[src/rtl/grom_bus_arbiter.sv]
// ---------------------------------------------------------------------------
// grom_bus_arbiter
//   Shares the single memory/IO bus between port 0 (CPU bus adapter) and
//   port 1 (DMA/debug loader). Each port uses a req/ack handshake. In IDLE the
//   arbiter picks a winner, latches its request fields onto the bus, holds the
//   bus for one access (one cycle for a write, RD_LAT cycles for a read),
//   then pulses the winner's ack for one cycle in DONE.
//
// Parameters
//   ADDR_W  address width of ports and bus
//   DATA_W  data width of ports and bus
//   RD_LAT  cycles from bus_en rising to valid bus_rdata (legal 1..15)
//   RR      1 = round-robin, 0 = fixed priority (port 0 wins)
//
// Ports
//   clk, reset                       clock, synchronous active-high reset
//   i_pN_req/addr/we/ioreq/wdata     port N request fields (stable until ack)
//   o_pN_ack                         one-cycle completion pulse to port N
//   o_pN_rdata                       port N read data, held after ack
//   o_bus_en/addr/we/ioreq/wdata     shared bus request side
//   i_bus_rdata                      shared bus read data
//   o_busy                           high whenever the FSM is not IDLE
//   o_gnt                            index of current/last granted port
// ---------------------------------------------------------------------------
module grom_bus_arbiter #(
    parameter int unsigned ADDR_W = 12,
    parameter int unsigned DATA_W = 8,
    parameter int unsigned RD_LAT = 2,
    parameter int unsigned RR     = 1
) (
    input  logic              clk,
    input  logic              reset,

    input  logic              i_p0_req,
    input  logic [ADDR_W-1:0] i_p0_addr,
    input  logic              i_p0_we,
    input  logic              i_p0_ioreq,
    input  logic [DATA_W-1:0] i_p0_wdata,
    output logic              o_p0_ack,
    output logic [DATA_W-1:0] o_p0_rdata,

    input  logic              i_p1_req,
    input  logic [ADDR_W-1:0] i_p1_addr,
    input  logic              i_p1_we,
    input  logic              i_p1_ioreq,
    input  logic [DATA_W-1:0] i_p1_wdata,
    output logic              o_p1_ack,
    output logic [DATA_W-1:0] o_p1_rdata,

    output logic              o_bus_en,
    output logic [ADDR_W-1:0] o_bus_addr,
    output logic              o_bus_we,
    output logic              o_bus_ioreq,
    output logic [DATA_W-1:0] o_bus_wdata,
    input  logic [DATA_W-1:0] i_bus_rdata,

    output logic              o_busy,
    output logic              o_gnt
);

    typedef enum logic [1:0] {
        StIdle   = 2'd0,
        StAccess = 2'd1,
        StDone   = 2'd2
    } state_t;

    // Read ACCESS counts down from RD_LAT-1 to 0; the zero cycle is the last.
    localparam logic [3:0] LAT_M1 = 4'(RD_LAT - 1);

    state_t              r_state,      w_state_nxt;
    logic [3:0]          r_cnt,        w_cnt_nxt;
    logic                r_prio,       w_prio_nxt;   // port favoured on a tie
    logic                r_gnt,        w_gnt_nxt;
    logic                r_bus_en,     w_bus_en_nxt;
    logic [ADDR_W-1:0]   r_bus_addr,   w_bus_addr_nxt;
    logic                r_bus_we,     w_bus_we_nxt;
    logic                r_bus_ioreq,  w_bus_ioreq_nxt;
    logic [DATA_W-1:0]   r_bus_wdata,  w_bus_wdata_nxt;
    logic                r_p0_ack,     w_p0_ack_nxt;
    logic                r_p1_ack,     w_p1_ack_nxt;
    logic [DATA_W-1:0]   r_p0_rdata,   w_p0_rdata_nxt;
    logic [DATA_W-1:0]   r_p1_rdata,   w_p1_rdata_nxt;
    logic                r_busy,       w_busy_nxt;

    logic                w_any_req;
    logic                w_win;

    assign w_any_req = i_p0_req | i_p1_req;

    // A lone requester always wins; a tie goes to the pointer (RR) or port 0.
    always_comb begin
        w_win = 1'b0;
        if (i_p0_req && i_p1_req) begin
            w_win = (RR != 0) ? r_prio : 1'b0;
        end else if (i_p1_req) begin
            w_win = 1'b1;
        end
    end

    always_ff @(posedge clk) begin
        if (reset) begin
            r_state     <= StIdle;
            r_cnt       <= '0;
            r_prio      <= 1'b0;
            r_gnt       <= 1'b0;
            r_bus_en    <= 1'b0;
            r_bus_addr  <= '0;
            r_bus_we    <= 1'b0;
            r_bus_ioreq <= 1'b0;
            r_bus_wdata <= '0;
            r_p0_ack    <= 1'b0;
            r_p1_ack    <= 1'b0;
            r_p0_rdata  <= '0;
            r_p1_rdata  <= '0;
            r_busy      <= 1'b0;
        end else begin
            r_state     <= w_state_nxt;
            r_cnt       <= w_cnt_nxt;
            r_prio      <= w_prio_nxt;
            r_gnt       <= w_gnt_nxt;
            r_bus_en    <= w_bus_en_nxt;
            r_bus_addr  <= w_bus_addr_nxt;
            r_bus_we    <= w_bus_we_nxt;
            r_bus_ioreq <= w_bus_ioreq_nxt;
            r_bus_wdata <= w_bus_wdata_nxt;
            r_p0_ack    <= w_p0_ack_nxt;
            r_p1_ack    <= w_p1_ack_nxt;
            r_p0_rdata  <= w_p0_rdata_nxt;
            r_p1_rdata  <= w_p1_rdata_nxt;
            r_busy      <= w_busy_nxt;
        end
    end

    always_comb begin
        w_state_nxt     = r_state;
        w_cnt_nxt       = r_cnt;
        w_prio_nxt      = r_prio;
        w_gnt_nxt       = r_gnt;
        w_bus_en_nxt    = r_bus_en;
        w_bus_addr_nxt  = r_bus_addr;
        w_bus_we_nxt    = r_bus_we;
        w_bus_ioreq_nxt = r_bus_ioreq;
        w_bus_wdata_nxt = r_bus_wdata;
        w_p0_ack_nxt    = r_p0_ack;
        w_p1_ack_nxt    = r_p1_ack;
        w_p0_rdata_nxt  = r_p0_rdata;
        w_p1_rdata_nxt  = r_p1_rdata;
        w_busy_nxt      = r_busy;

        unique case (r_state)
            StIdle: begin
                if (w_any_req) begin
                    w_state_nxt     = StAccess;
                    w_busy_nxt      = 1'b1;
                    w_bus_en_nxt    = 1'b1;
                    w_gnt_nxt       = w_win;
                    w_prio_nxt      = ~w_win;
                    w_cnt_nxt       = LAT_M1;
                    w_bus_addr_nxt  = w_win ? i_p1_addr  : i_p0_addr;
                    w_bus_we_nxt    = w_win ? i_p1_we    : i_p0_we;
                    w_bus_ioreq_nxt = w_win ? i_p1_ioreq : i_p0_ioreq;
                    w_bus_wdata_nxt = w_win ? i_p1_wdata : i_p0_wdata;
                end
            end

            StAccess: begin
                // Writes take one cycle; reads end when the counter hits zero.
                if (r_bus_we || (r_cnt == 4'd0)) begin
                    w_state_nxt  = StDone;
                    w_bus_en_nxt = 1'b0;
                    w_bus_we_nxt = 1'b0;
                    if (r_gnt) begin
                        w_p1_ack_nxt = 1'b1;
                        if (!r_bus_we) begin
                            w_p1_rdata_nxt = i_bus_rdata;
                        end
                    end else begin
                        w_p0_ack_nxt = 1'b1;
                        if (!r_bus_we) begin
                            w_p0_rdata_nxt = i_bus_rdata;
                        end
                    end
                end else begin
                    w_cnt_nxt = r_cnt - 4'd1;
                end
            end

            StDone: begin
                w_state_nxt  = StIdle;
                w_busy_nxt   = 1'b0;
                w_p0_ack_nxt = 1'b0;
                w_p1_ack_nxt = 1'b0;
            end

            default: begin
                w_state_nxt  = StIdle;
                w_busy_nxt   = 1'b0;
                w_bus_en_nxt = 1'b0;
                w_bus_we_nxt = 1'b0;
                w_p0_ack_nxt = 1'b0;
                w_p1_ack_nxt = 1'b0;
            end
        endcase
    end

    assign o_p0_ack    = r_p0_ack;
    assign o_p0_rdata  = r_p0_rdata;
    assign o_p1_ack    = r_p1_ack;
    assign o_p1_rdata  = r_p1_rdata;
    assign o_bus_en    = r_bus_en;
    assign o_bus_addr  = r_bus_addr;
    assign o_bus_we    = r_bus_we;
    assign o_bus_ioreq = r_bus_ioreq;
    assign o_bus_wdata = r_bus_wdata;
    assign o_busy      = r_busy;
    assign o_gnt       = r_gnt;

endmodule

[config.mk]
export PLATFORM = sky130hd
export DESIGN_NAME = grom_bus_arbiter
export DESIGN_NICKNAME = d
export VERILOG_FILES = /design/src/rtl/grom_bus_arbiter.sv
export SDC_FILE = /design/constraint.sdc
export NUM_CORES = 1
export LEC_CHECK = 0
export CAP_MARGIN = 30
export CORE_MARGIN = 2
export CORE_UTILIZATION = 42
export DETAILED_ROUTE_END_ITERATION = 12
export GPL_TIMING_DRIVEN = 1
export PLACE_DENSITY_LB_ADDON = 0.08
export SYNTH_ARGS = -nofsm -noshare
export SYNTH_HDL_FRONTEND = slang
export SYNTH_SLANG_ARGS = --single-unit
[constraint.sdc]
create_clock -name clk -period 1.95 [get_ports clk]
set_input_delay 0.195 -clock clk [delete_from_list [all_inputs] [get_ports clk]]
set_output_delay 0.195 -clock clk [all_outputs]
set_load 0.01 [all_outputs]
==> metrics.cfg <==
[logic_synthesis]
async_flop_share_pct=0
synth_top_cell_area_share_pct=45.1
synth_edf_count=0
synth.distinct_cells=32
yosysWarningCount=0
seq_area_frac_synth_pct=45.1
synth.avg_cell_area_um2=8.80
synth_most_common_cell=dfxtp_1
synth_common_cells=50 x dfxtp_1, 43 x nand3_1, 29 x nand2b_1
ys.flop_type=dfxtp_1
syn_inst=252
syn-num-nets=310
ys_seq_elements=50
ys_top_cells_by_area=dfxtp_1 45%, nand3_1 9.7%, nand2b_1 8.2%
synth.largest_area_cell=dfxtp_1
synthesis.area_um2=2220

[floorplan]
fp-row-count=26
die_w_um=76.7
io_pins=99
initial_core_util_pct=43.4
die_area_um2=5880
core-area_um2=5110
die_h_um=76.7

[setup_path]
path_max_fanout=8
r2r-end=o_p0_rdata[1]$_SDFFE_PP0P_
crit_chain=inv_1 -> ha_1 -> or3b_2 -> nor3_4 -> buf_4 -> mux2i_1
reg2reg_from=r_cnt[0]$_SDFFE_PP0P_
critPathLaunch=r_cnt[0]$_SDFFE_PP0P_
slowest_delay_ns=0.52
crit_required_ns=2.18
startpoint_type=flop
critical_path.slowest_cell=or3b_2
r2r_slack_ns=0.15
path_class=reg -> reg
cp.arrival_ns=2.03
cp-end-kind=flop
worst-r2r-cell-count=6

[min_path]
hold_path_class=in -> reg
min_to=o_busy$_SDFFE_PP0P_
min_path_cells=2
holdCritStartpoint=reset

[placement]
placement.io_buffers=98
gp_congestion=0.739
dp_hpwl_um=4060

[clock_tree]
htreeDepth=2
numCtsBuffers=5
clk_latency_ns=0.30
clkSlewWorstSetupHoldPaths_ns=0.08
clock-root-buffer=clkbuf_8
clockBufferDepth=2
ctsHoldBuffers=0
post-cts-setup-buffer-count=0
cts_tree=done
clock_sink_count=50

[sta]
final.period_utilization_pct=92.3
tightest_slew_ns=0.658
skew_ns=0.00341
tns_ns=0
setup_violations=0
slew_viol_final=0
hold_violations=0
rsz0062_at_grt=false
slew_headroom_pct=56.2
hold_ws_ns=0.453
layout_min_cycle_time_ns=1.80
fmax_mhz=556

[routing]
drtIter0Drc=99
drt-met1-wl_um=2610
drt-pass1-iter-count=4
met3_wirelength_um=415
drcViolationCount=0
wl_met2_um=2910
antenna_left=0
wirelength_um=5990
wl_per_cell_um=14.4
topRoutingLayerUsed=met4
post_drt_via_cell_ratio=5.25
vias=2182

[global_route]
grt_overflow=0
antenna_found_initial=0
grt_max_degree=45
grt_pass1_vias=2033
track_usage_pct=20.2
grt_pass1_wl_um=9690

[cells_and_area]
diodes=0
drive_gt1_share_pct=8.09
final_nets=404
synthToLayoutAreaGrowth_pct=52.5

[power]
powerDensity_nw_per_um2=730
leakagePower_uw=0.00122
peakVddDrop_uv=485

[status]
run_status=finished, final reports clean

[flow_run]
max_cap_viol_count=0

-- timing repair --
| action | CTS | global route |
|---|---|---|
| resized for setup | 0 | 1 |
| setup endpoints to repair | 0 | 2 |
| hold endpoints to repair | 0 | 0 |
-- routing by layer --
metal	global-route usage [%]	up-vias
li1	-	1094
met1	24.4	1020
met2	33.4	63
met3	7.06	5
met4	6.91	0
met5	0	-
-- cell usage in the layout, fill, tap and decap left out, types with 2 or more instances in the layout --
| master | n |
|---|---|
| nand2b_1 | 29 |
| nand2_1 | 6 |
| nand3_1 | 43 |
| dfxtp_1 | 50 |
| o21ai_0 | 24 |
| clkdlybuf4s50_1 | 97 |
| clkbuf_8 | 5 |
| a21oi_1 | 6 |
| ha_1 | 2 |
| mux2i_1 | 16 |
| clkbuf_1 | 2 |
| nor3b_2 | 3 |
| buf_4 | 10 |
| a31oi_1 | 24 |
| nor2_1 | 3 |
| inv_1 | 3 |
| o221ai_1 | 3 |
-- report_power, final --
group          internal (µW)  switching [µW]
combinational            392             337
sequential              1120            61.2
clock                    248             316
-- worst max path at each step --
stage                                             to  depth (start not counted)
after global placement    o_p1_rdata[3]$_SDFFE_PP0P_                          5
after detailed placement  o_p1_rdata[1]$_SDFFE_PP0P_                          5
after CTS                 o_p0_rdata[1]$_SDFFE_PP0P_                          6
final                     o_p0_rdata[1]$_SDFFE_PP0P_                          6
after floorplan           o_p0_rdata[0]$_SDFFE_PP0P_                          5
after global routing      o_p0_rdata[1]$_SDFFE_PP0P_                          6
-- critical path: cells and delay by family (launching register included) --
family                     cells  cell delay [ns]
and+or+nand+nor                2             0.69
DFF                            1             0.33
buffers and inverters          2             0.31
muxes                          1             0.21
adders and majority gates      1             0.19
-- per-stage QoR --
step                      total power (µW)  instance area [µm²]  std cells  util, %  setup slack [ns]
after floorplan                       1540                 2220        252        -             0.224
after global placement                1920                 3300        409     64.6             0.233
after detailed placement              1920                 3300        409     64.6             0.159
after CTS                             2490                 3380        416     66.1             0.134
after global routing                  2600                 3380        416     66.2            0.0217
final                                 2470                 3380        416     66.2             0.150
-- area by class of cell --
cell class,instances,area (µm²)
multi-input combinational,177,1140
clock buffer,7,76.3
sequential,50,1000
inverter,3,11.3
tap,70,87.6
fill,457,1720
timing repair buffer,109,1070
-- registers in the layout, indices dropped and copies added (netlist names) --
signal       flops
o_bus_addr      12
o_p0_rdata       8
o_bus_wdata      8
o_busy           1
o_p1_rdata       8
o_gnt            1
r_state          2
o_bus_we         1
r_cnt            4
o_bus_en         1
r_prio           1
o_bus_ioreq      1
o_p0_ack         1
o_p1_ack         1
-- cell families (layout without fill, tap and decap cells) --
kind of cell	count (synthesis)	after routing	share of synthesized area (%)
AOI/OAI and AO/OA	62	62	16.8
muxes	16	16	7.22
DFF	50	50	45.1
and+or+nand+nor	97	97	25.4
adders and majority gates	2	2	1.13
buffers and inverters	25	119	4.34
Note: power is estimated with default switching activity, not from simulation.
